--- src/rtl/countdown_timer_bcd_if.sv ---
// -----------------------------------------------------------------------------
// countdown_timer_bcd_if
// Command and status bundle of the countdown timer core.
//   master : drives the command pulses and presets, observes the count/flags
//            (control logic or a testbench).
//   slave  : the timer core itself.
// Signals:
//   start, pause, clear, load : one-cycle command pulses
//   preset_min, preset_sec    : BCD preset copied into the count on load
//   min_bcd, sec_bcd          : current count, BCD
//   running                   : high while counting down
//   done                      : one-cycle pulse when the count reaches 00:00
//   alarm                     : 2 Hz square wave while the alarm sounds
//   tick_1hz                  : one-cycle pulse after each decrement
// -----------------------------------------------------------------------------
interface countdown_timer_bcd_if;
    logic       start;
    logic       pause;
    logic       clear;
    logic       load;
    logic [7:0] preset_min;
    logic [7:0] preset_sec;
    logic [7:0] min_bcd;
    logic [7:0] sec_bcd;
    logic       running;
    logic       done;
    logic       alarm;
    logic       tick_1hz;

    modport master (
        output start, pause, clear, load, preset_min, preset_sec,
        input  min_bcd, sec_bcd, running, done, alarm, tick_1hz
    );

    modport slave (
        input  start, pause, clear, load, preset_min, preset_sec,
        output min_bcd, sec_bcd, running, done, alarm, tick_1hz
    );
endinterface

--- src/rtl/countdown_timer_bcd.sv ---
// -----------------------------------------------------------------------------
// countdown_timer_bcd
// MM:SS countdown timer in BCD. The 512 Hz divider output is synchronised
// into clk, turned into one-cycle ticks, and prescaled to a 1 Hz step.
// On reaching 00:00 the core raises a 2 Hz alarm for ALARM_SEC seconds.
// Parameters:
//   TICKS_PER_SEC : clk_512 rising edges per second (multiple of 4, >= 4)
//   ALARM_SEC     : alarm duration in seconds (1..15)
// Ports:
//   clk     : system clock, all logic on its rising edge
//   rst_n   : asynchronous active-low reset
//   clk_512 : divider square wave, sampled as asynchronous data
//   bus     : command/status bundle (slave side)
// -----------------------------------------------------------------------------
module countdown_timer_bcd #(
    parameter int TICKS_PER_SEC = 512,
    parameter int ALARM_SEC     = 3
) (
    input  logic                   clk,
    input  logic                   rst_n,
    input  logic                   clk_512,
    countdown_timer_bcd_if.slave   bus
);
    localparam int              PW         = $clog2(TICKS_PER_SEC);
    localparam logic [PW-1:0]   PRESC_MAX  = PW'(TICKS_PER_SEC - 1);
    localparam logic [PW-1:0]   Q1         = PW'(TICKS_PER_SEC / 4);
    localparam logic [PW-1:0]   Q2         = PW'(TICKS_PER_SEC / 2);
    localparam logic [PW-1:0]   Q3         = PW'((3 * TICKS_PER_SEC) / 4);
    localparam logic [3:0]      ALARM_LAST = 4'(ALARM_SEC - 1);

    typedef enum logic [1:0] {IDLE, RUN, PAUSE, ALARM} state_t;

    state_t        state_q, state_d;
    logic          sync1_q, sync2_q, sync3_q;
    logic [PW-1:0] presc_q, presc_d;
    logic [7:0]    min_q, min_d;
    logic [7:0]    sec_q, sec_d;
    logic [3:0]    alarm_secs_q, alarm_secs_d;
    logic          alarm_q, alarm_d;
    logic          done_q, done_d;
    logic          tick_q, tick_d;

    logic          tick512;
    logic          counting;
    logic          sec_tick;
    logic          count_zero;
    logic          preset_ok;
    logic [15:0]   dec_count;

    // Saturating BCD decrement of MM:SS; 00:00 stays 00:00.
    function automatic logic [15:0] bcd_decrement(input logic [7:0] m, input logic [7:0] s);
        logic [7:0] m_n;
        logic [7:0] s_n;
        m_n = m;
        s_n = s;
        if (s[3:0] != 4'd0) begin
            s_n[3:0] = s[3:0] - 4'd1;
        end else if (s[7:4] != 4'd0) begin
            s_n = {s[7:4] - 4'd1, 4'd9};
        end else if (m != 8'h00) begin
            s_n = 8'h59;
            if (m[3:0] != 4'd0) begin
                m_n[3:0] = m[3:0] - 4'd1;
            end else begin
                m_n = {m[7:4] - 4'd1, 4'd9};
            end
        end
        return {m_n, s_n};
    endfunction

    assign tick512    = sync2_q & ~sync3_q;
    assign counting   = (state_q == RUN) || (state_q == ALARM);
    assign sec_tick   = tick512 && counting && (presc_q == PRESC_MAX);
    assign count_zero = (min_q == 8'h00) && (sec_q == 8'h00);
    assign dec_count  = bcd_decrement(min_q, sec_q);
    assign preset_ok  = (bus.preset_min[7:4] <= 4'd9) && (bus.preset_min[3:0] <= 4'd9) &&
                        (bus.preset_sec[7:4] <= 4'd5) && (bus.preset_sec[3:0] <= 4'd9);

    always_comb begin
        state_d      = state_q;
        presc_d      = presc_q;
        min_d        = min_q;
        sec_d        = sec_q;
        alarm_secs_d = alarm_secs_q;
        done_d       = 1'b0;
        tick_d       = 1'b0;

        if (counting && tick512) begin
            presc_d = (presc_q == PRESC_MAX) ? '0 : presc_q + 1'b1;
        end

        if (bus.clear) begin
            // Clear overrides everything, including a coincident second tick.
            state_d = IDLE;
            presc_d = '0;
            min_d   = 8'h00;
            sec_d   = 8'h00;
        end else begin
            case (state_q)
                RUN: begin
                    if (sec_tick) begin
                        min_d  = dec_count[15:8];
                        sec_d  = dec_count[7:0];
                        tick_d = 1'b1;
                        if (dec_count == 16'h0000) begin
                            done_d       = 1'b1;
                            state_d      = ALARM;
                            presc_d      = '0;
                            alarm_secs_d = 4'd0;
                        end
                    end
                end
                ALARM: begin
                    if (sec_tick) begin
                        if (alarm_secs_q == ALARM_LAST) begin
                            state_d = IDLE;
                        end else begin
                            alarm_secs_d = alarm_secs_q + 4'd1;
                        end
                    end
                end
                default: ;
            endcase

            // Only the highest-priority asserted command is considered, even
            // when that command turns out to be ignored in the current state.
            if (bus.load) begin
                if (((state_q == IDLE) || (state_q == PAUSE)) && preset_ok) begin
                    min_d = bus.preset_min;
                    sec_d = bus.preset_sec;
                end
            end else if (bus.start) begin
                if ((state_q == IDLE) && !count_zero) begin
                    state_d = RUN;
                    presc_d = '0;
                end else if (state_q == PAUSE) begin
                    state_d = RUN;
                end
            end else if (bus.pause) begin
                // Reaching 00:00 on the same cycle takes precedence over pause.
                if ((state_q == RUN) && (state_d == RUN)) begin
                    state_d = PAUSE;
                end
            end
        end

        // First quarter and third quarter of each second are high: 2 Hz,
        // starting high because the prescaler is zeroed on ALARM entry.
        alarm_d = (state_d == ALARM) &&
                  ((presc_d < Q1) || ((presc_d >= Q2) && (presc_d < Q3)));
    end

    always_ff @(posedge clk or negedge rst_n) begin
        if (!rst_n) begin
            state_q      <= IDLE;
            sync1_q      <= 1'b0;
            sync2_q      <= 1'b0;
            sync3_q      <= 1'b0;
            presc_q      <= '0;
            min_q        <= 8'h00;
            sec_q        <= 8'h00;
            alarm_secs_q <= 4'd0;
            alarm_q      <= 1'b0;
            done_q       <= 1'b0;
            tick_q       <= 1'b0;
        end else begin
            state_q      <= state_d;
            sync1_q      <= clk_512;
            sync2_q      <= sync1_q;
            sync3_q      <= sync2_q;
            presc_q      <= presc_d;
            min_q        <= min_d;
            sec_q        <= sec_d;
            alarm_secs_q <= alarm_secs_d;
            alarm_q      <= alarm_d;
            done_q       <= done_d;
            tick_q       <= tick_d;
        end
    end

    assign bus.min_bcd  = min_q;
    assign bus.sec_bcd  = sec_q;
    assign bus.running  = (state_q == RUN);
    assign bus.done     = done_q;
    assign bus.alarm    = alarm_q;
    assign bus.tick_1hz = tick_q;
endmodule

--- src/flat_wrapper.sv ---
// flat-port wrapper written by rule: the top's interface ports become plain ports
module countdown_timer_bcd_flat 
#(
    parameter int TICKS_PER_SEC = 512,
    parameter int ALARM_SEC     = 3
)
  (clk, rst_n, clk_512, bus_start, bus_pause, bus_clear, bus_load, bus_preset_min, bus_preset_sec, bus_min_bcd, bus_sec_bcd, bus_running, bus_done, bus_alarm, bus_tick_1hz);
  countdown_timer_bcd_if bus_i ();
  input  logic clk;
  input  logic rst_n;
  input  logic clk_512;
  input wire logic [$bits(bus_i.start)-1:0] bus_start;
  input wire logic [$bits(bus_i.pause)-1:0] bus_pause;
  input wire logic [$bits(bus_i.clear)-1:0] bus_clear;
  input wire logic [$bits(bus_i.load)-1:0] bus_load;
  input wire logic [$bits(bus_i.preset_min)-1:0] bus_preset_min;
  input wire logic [$bits(bus_i.preset_sec)-1:0] bus_preset_sec;
  output wire logic [$bits(bus_i.min_bcd)-1:0] bus_min_bcd;
  output wire logic [$bits(bus_i.sec_bcd)-1:0] bus_sec_bcd;
  output wire logic [$bits(bus_i.running)-1:0] bus_running;
  output wire logic [$bits(bus_i.done)-1:0] bus_done;
  output wire logic [$bits(bus_i.alarm)-1:0] bus_alarm;
  output wire logic [$bits(bus_i.tick_1hz)-1:0] bus_tick_1hz;
  assign bus_i.start = bus_start;
  assign bus_i.pause = bus_pause;
  assign bus_i.clear = bus_clear;
  assign bus_i.load = bus_load;
  assign bus_i.preset_min = bus_preset_min;
  assign bus_i.preset_sec = bus_preset_sec;
  assign bus_min_bcd = bus_i.min_bcd;
  assign bus_sec_bcd = bus_i.sec_bcd;
  assign bus_running = bus_i.running;
  assign bus_done = bus_i.done;
  assign bus_alarm = bus_i.alarm;
  assign bus_tick_1hz = bus_i.tick_1hz;
  countdown_timer_bcd #(.TICKS_PER_SEC(TICKS_PER_SEC), .ALARM_SEC(ALARM_SEC)) u_core (.clk(clk), .rst_n(rst_n), .clk_512(clk_512), .bus(bus_i));
endmodule
--- config.mk ---
export PLATFORM = sky130hd
export DESIGN_NAME = countdown_timer_bcd_flat
export DESIGN_NICKNAME = d
export VERILOG_FILES = /design/src/rtl/countdown_timer_bcd_if.sv /design/src/rtl/countdown_timer_bcd.sv /design/src/flat_wrapper.sv
export SDC_FILE = /design/constraint.sdc
export NUM_CORES = 1
export LEC_CHECK = 0
export CORE_UTILIZATION = 40
export DETAILED_ROUTE_END_ITERATION = 8
export GPL_ROUTABILITY_DRIVEN = 1
export PLACE_DENSITY = 0.77
export SETUP_SLACK_MARGIN = 0.15
export SYNTH_ARGS = -nofsm -noshare
export SYNTH_HDL_FRONTEND = slang
export SYNTH_SLANG_ARGS = --single-unit
--- constraint.sdc ---
create_clock -name clk -period 2.69 [get_ports clk]
set_input_delay 0.6725 -clock clk [delete_from_list [all_inputs] [get_ports clk]]
set_output_delay 0.6725 -clock clk [all_outputs]
set_load 0.05 [all_outputs]
Word level (Yosys, flattened, before mapping)
Cells that the tools add are included.
Word-level totals
  register bits after elaboration: 37
  input bits: 23
  output and inout port bits: 20
  word-level logic and storage cells: 116
Cells by class
  $add $sub $neg: 6
  $lt $le $gt $ge: 7
  equal/unequal tests: 11
  mux-type cells: 53
  bitwise logic cells: 3
  reduce and logical (&&, ||, !) cells: 25
Operators with widths (count)
  $mux 8: 15
  $mux 9: 9
  $mux 4: 8
  $mux 2: 12
  $logic_not 16->1: 1
  $logic_not 8->1: 2
  $sub 4x1->4 const B: 4
  $le 4x4->1 const B: 3
  $reduce_bool 4->1: 3
  $logic_and 1x1->1: 11
  $add 9x1->9 const B: 1
  $eq 9x9->1 const B: 1
  $ge 9x9->1 const B: 1
  $lt 9x8->1 const B: 1
  $lt 9x9->1 const B: 1
  $pmux 4 s2: 1
  $reduce_bool 8->1: 1
  $mux 1: 7
  $eq 2x2->1 const B: 3
  $ne 2x1->1 const B: 3
  $reduce_and 6->1: 1
  $add 4x1->4 const B: 1
  $eq 2x1->1 const B: 2
  $eq 4x2->1 const B: 1
  other kinds (9): 12

Logic depth before layout (Yosys ltp)
  depth after elaboration: 19
  depth in mapped cells: 11
  gate-level depth less buffers: 11

Least setup slack after synthesis
Ideal clock, no wire load.
  kind: register -> register
  start point: reg u_core.sec_q[0], in the netlist u_core.bus.sec_bcd[0]
  end point: reg u_core.alarm_secs_q[1]
  setup time: 0.128 ns
  arrival time: 3.055 ns
  data required time: 2.562 ns
  slack: -0.493 ns
  cell stages (with the launch flop): 11
  path buffers: 1
  period minus slack after synthesis: 3.183 ns
  cells stage by stage: dfrtp_1 inv_1 ha_1 or3b_1 buf_6 nor3_2 a41oi_1 a2111oi_4 nand4_2 a21oi_2 mux2_1
On the way
  cells in the longest elaborated chain, start to end: 6
  elaborated cells between the ends (all ways): 10
  those cells by class: add/sub (1); eq/ne (1); mux (5); reduce/logical (3)
Ends and longest elaborated chain
  start: declaration: RTL line countdown_timer_bcd.sv:37  | logic [7:0] sec_q, sec_d;
  start signal: assignment: RTL line countdown_timer_bcd.sv:161  | sec_q <= 8'h00;
  start signal: assignment: RTL line countdown_timer_bcd.sv:173  | sec_q <= sec_d;
  branches (longest 3 deep; another with $sub 4x1->4)
  $logic_not 16->1 *: RTL line countdown_timer_bcd.sv:105  | if (dec_count == 16'h0000) begin
  $ne 2x1->1 (no source line) *
  $reduce_and 6->1 (no source line) *
  end signal: assignment: RTL line countdown_timer_bcd.sv:174  | alarm_secs_q <= alarm_secs_d;
  end: declaration: RTL line countdown_timer_bcd.sv:38  | logic [3:0] alarm_secs_q, alarm_secs_d;
Mark *: on every way between the ends.
A chain may end at the register's enable or synchronous reset.

Worst setup path in the final report
  start point: reg u_core.sec_q[0], in the netlist u_core.bus.sec_bcd[0]
  end point: reg u_core.alarm_secs_q[2]
Same word-level chain as after synthesis.

==> flow_summary.toml <==
[status]
status = "finished clean"

[timing]
slew_violations = 0
fmax_ghz = 0.372
rsz0062_at_grt = "yes"
period_share_pct = 99.8
setup_viol = 0
min_period_ps = 2690
clock_skew_ps = 3.70
worst_pin_slew_ps = 812
setup_tns_ps = 0
slew_headroom_pct = 45.9
final_hold_viol_count = 0

[floorplan]
num_rows = 28
die_x_microns = 80.0
core_area_sq_um = 5890
fp.dieArea_sq_um = 6410
dieHeight_microns = 80.0
ios = 43
start_util_pct = 41.4

[detailed_routing]
wire_per_inst_microns = 15.1
drt-total-wl_mm = 6.65
drt_iter0_markers = 95
via_per_inst = 5.52
drt_first_pass_iters = 4
drtAntennaViolNets = 0
drc = 0
vias = 2430

[critical_path]
worstSetupEndpointType = "flop"
r2r-start = "u_core.bus.sec_bcd[0]"
cp_max_fo = 5
crit_arrival_ps = 2910
path_depth = 9
cp_slowest_cell = "or4_4"
cp_num_buf_inv = 1
worstSetupStartpointType = "flop"
crit_chain = "inv_4, ha_4, or3b_4, or4_4, a221oi_2, o21ai_2, and4_1, or4_1, o21ai_1"
critPathKind = "reg2reg"
cpLargestDelayFamily = "simple AND/OR/NAND/NOR gates"
ff2ff_path_depth = 9
cp_slowest_stage_delay_ps = 520
crit_required_ps = 2920
critPathLaunch = "u_core.bus.sec_bcd[0]"

[logic_synthesis]
syn-num-nets = 312
synth_cell_types = 56
syn-cell-area_sq_um = 2440
syn_inst = 279
yosysSeqAreaShare_pct = 38.0
synthFlopType = "dfrtp_1"
synth_edf_count = 0
syn-mean-instance-area_sq_um = 8.73
ys_ff_latch = 37
ys_async_sr_fraction_pct = 100
synth_warnings = 0

[placement]
io_buffers = 42
gp_congestion = 0.900
place_inst = 417
dp_hpwl_mm = 4.77

[final_layout]
final_nets = 397
stdcell_count = 440
layout_commonest_cell = "buf_4"
num_antenna_cells = 0
layout_common_cells = "buf_4 (46), clkdlybuf4s50_1 (41), nor2_1 (38)"
area_delta_synth_final_pct = 45.5
final_layout_size_suffix_gt1_share_pct = 29.6

[global_routing]
grt_util_all_layers_pct = 22.2
grt_pass1_wl_mm = 10.9
grt_pass1_vias = 2418
grt_max_degree = 38
grt_overflow = 0
antenna_found_initial = 0

[clock_tree]
ctsHtreeMaxLevel = 2
clockRootBuffer = "clkbuf_8"
path_clk_slew_ps = 80
hold_buffers = 0
cts.path.max_buffers = 2
cts_tree = "done"
cts.sinks = 37
insertion_delay_ps = 300
cts_made_buffers = 5

[pwr]
ir_drop_uv = 192
p_total_uw = 1490
power_density_nw_per_um2 = 420
p_leak_uw = 0.00151

[worst_hold_path]
whs_path_depth = 0
min_from = "u_core.sync1_q"
hold_path.class = "reg2reg"

[job]
drv_cap = 0
==> final cells by class <==
class	instances	area [sq um]
Clock buffer	6	82.6
Fill cell	518	2340
Inverter	13	51.3
Timing Repair Buffer	92	806
Multi-Input combinational cell	215	1540
Clock inverter	2	37.5
Sequential cell	37	933
Tap cell	75	93.8
==> worst paths after layout <==
check,end,slack (ps)
max,u_core.alarm_secs_q[2],5
min,u_core.sync2_q,350
max reg2reg,u_core.alarm_secs_q[2],5
min reg2reg,u_core.sync2_q,350
max in group asynchronous,u_core.bus.sec_bcd[1],1660
min in group asynchronous,u_core.bus.done,460
==> worst reg2reg max path, delay by kind of cell (launching register included) <==
kind / cells / cell delay (ps)
adders and majority gates: 1 / 130
and+or+nand+nor: 4 / 1530
buffers and inverters: 1 / 70
DFF: 1 / 430
AOI/OAI and AO/OA: 3 / 460
==> power by group <==
group	switching (uW)	internal [uW]
clock network	213	301
logic	209	183
registers	12.4	570
==> registers in the layout (all words and copies together), names as in the netlist <==
| register | cells |
|---|---|
| u_core.bus.sec_bcd | 8 |
| u_core.presc_q | 9 |
| u_core.bus.min_bcd | 8 |
| u_core.state_q | 2 |
| u_core.sync3_q | 1 |
| u_core.sync1_q | 1 |
| u_core.bus.tick_1hz | 1 |
| u_core.sync2_q | 1 |
| u_core.alarm_secs_q | 4 |
| u_core.bus.alarm | 1 |
| u_core.bus.done | 1 |
==> synth_stat cells (6+ instances only) <==
| master | count | area share, % |
|---|---|---|
| nor2_1 | 43 | 6.6 |
| dfrtp_1 | 37 | 38 |
| nand2_1 | 18 | 2.8 |
| a21oi_1 | 13 | 2.7 |
| inv_1 | 13 | 2.0 |
| o21ai_0 | 13 | 2.7 |
| clkbuf_1 | 10 | 1.5 |
| ha_1 | 10 | 5.1 |
| nor3_1 | 9 | 1.8 |
| a211oi_1 | 8 | 2.5 |
| nand3_1 | 6 | 1.2 |
| nand4_1 | 6 | 1.5 |
| or3_1 | 6 | 1.5 |
==> cell families (layout without fill, tap and decap cells) <==
family                   after synthesis  in the layout  share of synthesized area (%)
multiplexers                           6              6                           2.52
AND/OR/NAND/NOR                      130            130                           28.6
XOR/XNOR                               9              9                           3.24
adder cells (fa/ha/maj)               10             10                           5.14
flip-flops                            37             37                           38.0
AO/OA/AOI/OAI                         60             60                           17.7
buffers and inverters                 27            113                           4.83
==> routing by layer <==
layer / track usage, % / routed length, microns / vias to the layer above
met1: 26.6 / 2860 / 1176
met5: 0 / 0 / -
met2: 39.7 / 3380 / 61
li1: - / - / 1182
met4: 7.14 / 92 / 0
met3: 4.46 / 318 / 11
==> per-stage QoR <==
stage               worst slack (ps)  utilization, %  hold WS, ps  cell area (sq um)
floorplan                       -203               -          331               2490
global placement               -53.7            54.1          335               3190
detailed placement              -104            54.1          337               3190
CTS                             36.4            58.5          355               3440
global route                    -141            60.2          364               3540
finish                          4.82            60.2          354               3540
==> timing repair <==
action                     in CTS  in global routing
resized for setup              18                 18
pin swaps                      13                 14
setup endpoints to repair       9                 14
buffers inserted               10                  5
Note: power is estimated with default switching activity, not from simulation.
